## src/rtl/ccff_chain_loader.sv

```systemverilog
// ccff_chain_loader
// Bit-serial writer for a configuration flip-flop chain. Bitstream words
// arrive over a valid/ready handshake, are serialized LSB first onto
// ccff_head, and prog_clk_en marks the cycles in which the chain's gated
// programming clock should shift. Exactly CHAIN_LEN bits are shifted per
// load; unused upper bits of a partial final word are dropped.
//
// Parameters:
//   CHAIN_LEN      total configuration bits in the chain (>= 1)
//   WORD_W         width of an incoming bitstream word (>= 1)
//
// Ports:
//   prog_clk       ungated programming clock, rising-edge active
//   prog_reset     synchronous active-high reset
//   start          load request, honoured only in IDLE
//   word_data      bitstream word, bit 0 shifted first
//   word_valid     word_data is valid
//   word_ready     loader accepts a word this cycle
//   ccff_head      serial bit into the chain head
//   prog_clk_en    chain shift enable
//   ccff_tail      chain tail bit (readback only)
//   busy           load in progress
//   done           one-cycle pulse after the final bit
//   readback_ones  ones seen on ccff_tail during the last load
//
// Build option:
//   CCFF_READBACK_EN  when defined, readback_ones counts ones on ccff_tail
//                     in enabled cycles; otherwise it is tied to zero.
//
// state   | meaning
// --------+-----------------------------------------------------------
// S_IDLE  | waiting for start
// S_FETCH | word_ready high, waiting for the next bitstream word
// S_SHIFT | one bit per cycle onto ccff_head with prog_clk_en high
// S_DONE  | done pulse, back to idle next cycle

module ccff_chain_loader #(
    parameter int CHAIN_LEN = 16,
    parameter int WORD_W    = 8
) (
    input  logic                               prog_clk,
    input  logic                               prog_reset,
    input  logic                               start,
    input  logic [WORD_W-1:0]                  word_data,
    input  logic                               word_valid,
    output logic                               word_ready,
    output logic                               ccff_head,
    output logic                               prog_clk_en,
    input  logic                               ccff_tail,
    output logic                               busy,
    output logic                               done,
    output logic [$clog2(CHAIN_LEN+1)-1:0]     readback_ones
);

    localparam int BCW = $clog2(CHAIN_LEN + 1);
    localparam int WCW = (WORD_W > 1) ? $clog2(WORD_W) : 1;
    localparam logic [BCW-1:0] BIT_LAST  = BCW'(CHAIN_LEN - 1);
    localparam logic [WCW-1:0] WORD_LAST = WCW'(WORD_W - 1);

    typedef enum logic [1:0] {
        S_IDLE,
        S_FETCH,
        S_SHIFT,
        S_DONE
    } state_t;

    state_t            state;
    logic [WORD_W-1:0] shift_reg;
    logic [BCW-1:0]    bit_cnt;
    logic [WCW-1:0]    word_cnt;
    logic              last_bit;
    logic              last_of_word;

    // The head bit is taken straight from the shift register so it holds its
    // last value whenever the register is not shifting.
    assign ccff_head    = shift_reg[0];
    assign last_bit     = (bit_cnt == BIT_LAST);
    assign last_of_word = (word_cnt == WORD_LAST);

    always_ff @(posedge prog_clk) begin
        if (prog_reset) begin
            state       <= S_IDLE;
            shift_reg   <= '0;
            bit_cnt     <= '0;
            word_cnt    <= '0;
            word_ready  <= 1'b0;
            prog_clk_en <= 1'b0;
            busy        <= 1'b0;
            done        <= 1'b0;
        end else begin
            case (state)
                S_IDLE: begin
                    if (start) begin
                        state      <= S_FETCH;
                        bit_cnt    <= '0;
                        word_ready <= 1'b1;
                        busy       <= 1'b1;
                    end
                end
                S_FETCH: begin
                    if (word_valid) begin
                        state       <= S_SHIFT;
                        shift_reg   <= word_data;
                        word_cnt    <= '0;
                        word_ready  <= 1'b0;
                        prog_clk_en <= 1'b1;
                    end
                end
                S_SHIFT: begin
                    bit_cnt  <= bit_cnt + 1'b1;
                    word_cnt <= word_cnt + 1'b1;
                    // Chain end wins over word end: the rest of a partial
                    // final word is simply never shifted.
                    if (last_bit) begin
                        state       <= S_DONE;
                        prog_clk_en <= 1'b0;
                        busy        <= 1'b0;
                        done        <= 1'b1;
                    end else if (last_of_word) begin
                        state       <= S_FETCH;
                        prog_clk_en <= 1'b0;
                        word_ready  <= 1'b1;
                    end else begin
                        shift_reg <= shift_reg >> 1;
                    end
                end
                S_DONE: begin
                    state <= S_IDLE;
                    done  <= 1'b0;
                end
                default: begin
                    state <= S_IDLE;
                end
            endcase
        end
    end

`ifdef CCFF_READBACK_EN
    logic [BCW-1:0] rb_cnt;

    // Cleared only by an accepted start so the count survives past DONE.
    always_ff @(posedge prog_clk) begin
        if (prog_reset) begin
            rb_cnt <= '0;
        end else if (state == S_IDLE && start) begin
            rb_cnt <= '0;
        end else if (prog_clk_en && ccff_tail) begin
            rb_cnt <= rb_cnt + 1'b1;
        end
    end

    assign readback_ones = rb_cnt;
`else
    logic unused_tail;
    assign unused_tail   = ccff_tail;
    assign readback_ones = '0;
`endif

endmodule

```

## config.mk

```make
export PLATFORM = sky130hd
export DESIGN_NAME = ccff_chain_loader
export DESIGN_NICKNAME = d
export VERILOG_FILES = /design/src/rtl/ccff_chain_loader.sv
export SDC_FILE = /design/constraint.sdc
export NUM_CORES = 1
export LEC_CHECK = 0
export CAP_MARGIN = 10
export CORE_MARGIN = 5
export CORE_UTILIZATION = 47
export CTS_BUF_LIST = sky130_fd_sc_hd__clkbuf_4
export DETAILED_ROUTE_END_ITERATION = 12
export PLACE_DENSITY_LB_ADDON = 0.3
export SLEW_MARGIN = 20
export SYNTH_ARGS = -nofsm -noshare
export SYNTH_HDL_FRONTEND = slang
export SYNTH_SLANG_ARGS = --single-unit
```

## constraint.sdc

```tcl
create_clock -name prog_clk -period 2 [get_ports prog_clk]
set_clock_uncertainty 0.15 [all_clocks]
set_input_delay 0.4 -clock prog_clk [delete_from_list [all_inputs] [get_ports prog_clk]]
set_output_delay 0.4 -clock prog_clk [all_outputs]
set_load 0.01 [all_outputs]
```

# After elaboration in Yosys (flattened, before gate mapping)
# Cells that the tools add are included.
# totals
regBits,22
inputBits,13
out_inout_bits,10
wordCells,61
# op_classes
addsub,2
n_eq_ne,12
n_mux,26
n_reduce_logical,13
# op_table
cell,n
$mux W8,3
$pmux W8 S2,1
$ne A2 B2 Y1 const B,6
$pmux W5 S2,1
$mux W1,9
$reduce_and A3 Y1,3
$mux W2,4
$pmux W2 S4,1
$pmux W1 S2,3
$pmux W3 S2,1
$reduce_and A2 Y1,3
$reduce_bool A2 Y1,3
$add A5 B1 Y5 const B,1
$eq A5 B4 Y1 const B,1
$mux W5,1
$reduce_and A5 Y1,1
$eq A2 B2 Y1 const B,2
$reduce_and A4 Y1,1
$add A3 B1 Y3 const B,1
$eq A3 B3 Y1 const B,1
$mux W3,1
$ne A3 B3 Y1 const B,1
$pmux W1 S3,1
$reduce_bool A3 Y1,1
2 further kinds,2

# Depth between registers and ports, before layout
# depth
word_depth,4
ltp_mapped,6

# Worst setup path before layout
# OpenSTA, ideal clock, no wires.
# synth_timing
path_kind,flip-flop to flip-flop
start,register bit_cnt[0]
end,register shift_reg[0]
arrival_time_ns,1.693
required_ns,1.717
slack_ns,0.024
path_stages_with_launch,7
path_buffers,0
period_less_slack_ns,1.976
path_cell_list,dfxtp_1 -> ha_1 -> and3_1 -> ha_1 -> or4b_1 -> nand2_2 -> a311oi_1
# synth_via
elab_chain_len,3
# synth_lines
element,line,rtl
start: declaration,69,logic [BCW-1:0] bit_cnt;
start signal: assignment,110,bit_cnt <= bit_cnt + 1'b1;
$eq A5 B4 Y1,77,assign last_bit = (bit_cnt == BIT_LAST);
$ne A2 B2 Y1 (no source line),--,
$reduce_and A4 Y1 (no source line),--,
end signal: assignment,103,shift_reg <= word_data;
end signal: assignment,124,shift_reg <= shift_reg >> 1;
end: declaration,68,logic [WORD_W-1:0] shift_reg;
# No other way between the ends.
# A chain may end at the register's enable or synchronous reset.

# Final worst setup path
# layout_timing
start,register bit_cnt[0]
end,register shift_reg[3]
# Same word-level chain as after synthesis.

==> impl_metrics.json <==
{
  "ios": 23,
  "critPathCaptureType": "flip-flop",
  "dr.pass1.iters": 4,
  "crit_slowest_cell": "or4b_4",
  "fin_util_pct": 61.1,
  "grt_overflow": 0,
  "drv_cap": 0,
  "yosysSeqAreaShare_pct": 39.8,
  "p_per_area_mw_per_mm2": 628,
  "period_share_pct": 97.5,
  "drive_gt1_share_pct": 13.3,
  "cts.sinks": 22,
  "numCtsBuffers": 3,
  "drt_iter0_markers": 15,
  "dieArea_mm2": 0.00342,
  "crit_fanout": 7,
  "antenna_found_initial": 0,
  "synthCells": 132,
  "fin_nets": 169,
  "ys_types": 33,
  "cts_hold_buf": 0,
  "hold_path_depth": 2,
  "gp_congestion": 0.777,
  "drc_errors": 0,
  "crit_type": "flip-flop to flip-flop",
  "rows": 17,
  "grt_usage_pct": 14.4,
  "synth_top_area_share_pct": 39.8,
  "synth-seq-cells": 22,
  "grt_pass1_vias": 953,
  "ys_top_cells_by_area": "dfxtp_1 40%, a311oi_1 6.3%, nand2_1 6.1%",
  "whs_endpoint": "word_ready$_SDFFE_PP0P_",
  "critical-path-max-stage-delay_ps": 540,
  "slew_headroom_pct": 63.9,
  "cts_tree": "built",
  "ir_drop_uv": 421,
  "clkTransAtPathRegs_ps": 110,
  "drt-wirelength-per-cell_um": 13.1,
  "area.growth.synth_to_final_pct": 23.3,
  "dieWidth_um": 58.5,
  "worstHoldStart": "word_ready$_SDFFE_PP0P_",
  "r2r-start": "bit_cnt[0]$_SDFFE_PP0P_",
  "ys_warn_count": 0,
  "status": "complete, no violations",
  "hpwl_um": 1660,
  "avgSynthCellArea_um2": 8.38,
  "core_mm2": 0.00223,
  "worstRegToRegCells": 6,
  "multi_input_area_um2": 633,
  "start_kind": "flip-flop",
  "regArea_um2": 442,
  "worstPathRequired_ps": 2030,
  "antenna_left": 0,
  "nFillCells": 210,
  "totalWireLength_um": 2340,
  "worstHoldPathType": "flip-flop to flip-flop",
  "worstMarginPinSlew_ps": 540,
  "netlist_area_mm2": 0.00111,
  "holdWs_ps": 308,
  "slew_violations": 0,
  "clk_latency_ps": 290,
  "vias": 971,
  "cp.arrival_ps": 1980,
  "grt_pass1_wl_um": 3950,
  "root_buffer": "clkbuf_4",
  "fmax_mhz": 513,
  "initial_utilization_pct": 49.5,
  "grt_max_degree": 23,
  "setup_viol": 0,
  "die_height_um": 58.5,
  "synth_area_leader_cell": "dfxtp_1",
  "largest_register_ff_count": 8,
  "period_needed_ps": 1950,
  "n_antenna_cell": 0,
  "vias_per_cell": 5.46,
  "portBuffers": 16,
  "power.leakage_nw": 0.519,
  "final_common_cell": "dfxtp_1",
  "path_cells": "ha_1, and3_4, ha_4, or4b_4, nand2_4, a311oi_2",
  "final_cell_mix": "21 x dfxtp_1, 18 x nand2_1, 16 x clkdlybuf4s50_1, 10 x a21oi_1, 10 x nor2_1",
  "r2r_slack_ps": 50,
  "clock_path_buffers": 2,
  "rr_endpoint": "shift_reg[3]$_SDFFE_PP0P_",
  "hold_viol_final": 0,
  "h-tree-depth": 1
}
## Yosys cell counts
cell / count
a2111oi_2: 1
a211oi_1: 1
a21o_1: 2
a21oi_1: 10
a22oi_1: 1
a2bb2oi_1: 1
a311oi_1: 8
a31oi_1: 1
and3_1: 1
and3b_1: 1
buf_2: 6
buf_4: 5
clkbuf_1: 2
conb_1: 1
dfxtp_1: 22
ha_1: 4
inv_1: 3
mux2i_1: 1
nand2_1: 18
nand2_2: 1
nand2b_1: 3
nand3_1: 4
nand3b_1: 2
nor2_1: 10
nor2b_1: 4
nor3_1: 7
nor3b_1: 1
nor4_1: 2
nor4b_4: 1
o21ai_0: 4
o21bai_1: 2
or3_1: 1
or4b_1: 1
## report_power, final
part	switching, mW	internal (mW)	leakage (nW)	total, mW
Combinational	0.0858	0.0879	0.325	0.174
Clock	0.117	0.0700	0.0138	0.187
Sequential	0.0285	0.468	0.180	0.496
## area by class of cell
type                    count  area share [%]
repair buffers             24            16.1
inverters                   3           0.826
multi-input cells          98            46.4
clock buffers               3            1.65
flip-flops and latches     22            32.4
well taps                  28            2.57
## cells by family (layout without fill, tap and decap cells)
kind of cell	count (synthesis)	in the layout	share of synthesized area, %
compound gates	31	31	19.5
fa+ha+maj	4	4	4.53
buf+inv	16	30	7.81
flops	22	22	39.8
mux	1	1	0.905
other cells	1	5	0.339
simple gates	57	57	27.1
## layer usage
metal  global-route usage (%)  up-vias  share of wire, %
met5                        0        -                 0
met4                     5.30        0              0.73
met3                     5.04        2               6.8
met2                     23.3       29                46
met1                     17.6      440                46
li1                         -      500                 -
## critical path, delay by kind of cell (launching register included)
family,cells,cell delay [ps]
AOI/OAI and AO/OA,1,110
adders and majority gates,2,390
and+or+nand+nor,3,850
DFF,1,340
## per-stage QoR
| step | instances | setup TNS (ps) | total power, mW | worst slack [ps] | instance area (um^2) |
|---|---|---|---|---|---|
| after floorplan | 136 | 0 | 0.610 | 23.6 | 1120 |
| after global placement | 172 | -258 | 0.659 | -39.9 | 1280 |
| after detailed placement | 172 | -593 | 0.665 | -94.4 | 1280 |
| after CTS | 175 | 0 | 0.858 | 4.63 | 1310 |
| after global routing | 178 | -9.46 | 0.910 | -9.46 | 1360 |
| final | 178 | 0 | 0.857 | 50.9 | 1360 |
## worst max path at each step
stage                       startpoint                         to
2_1_floorplan  bit_cnt[0]$_SDFFE_PP0P_  shift_reg[0]$_SDFFE_PP0P_
3_3_place_gp   bit_cnt[0]$_SDFFE_PP0P_  shift_reg[1]$_SDFFE_PP0P_
3_5_place_dp   bit_cnt[0]$_SDFFE_PP0P_  shift_reg[5]$_SDFFE_PP0P_
4_1_cts        bit_cnt[0]$_SDFFE_PP0P_  shift_reg[5]$_SDFFE_PP0P_
5_1_grt        bit_cnt[0]$_SDFFE_PP0P_  shift_reg[4]$_SDFFE_PP0P_
6_report       bit_cnt[0]$_SDFFE_PP0P_  shift_reg[3]$_SDFFE_PP0P_
## repair_timing
item / CTS / global route
gates resized for setup: 3 / 5
pin swaps: 2 / 3
setup buffers: 0 / 3
endpoints found under the setup margin: 7 / 7
Power figures use the tool's default switching activity.
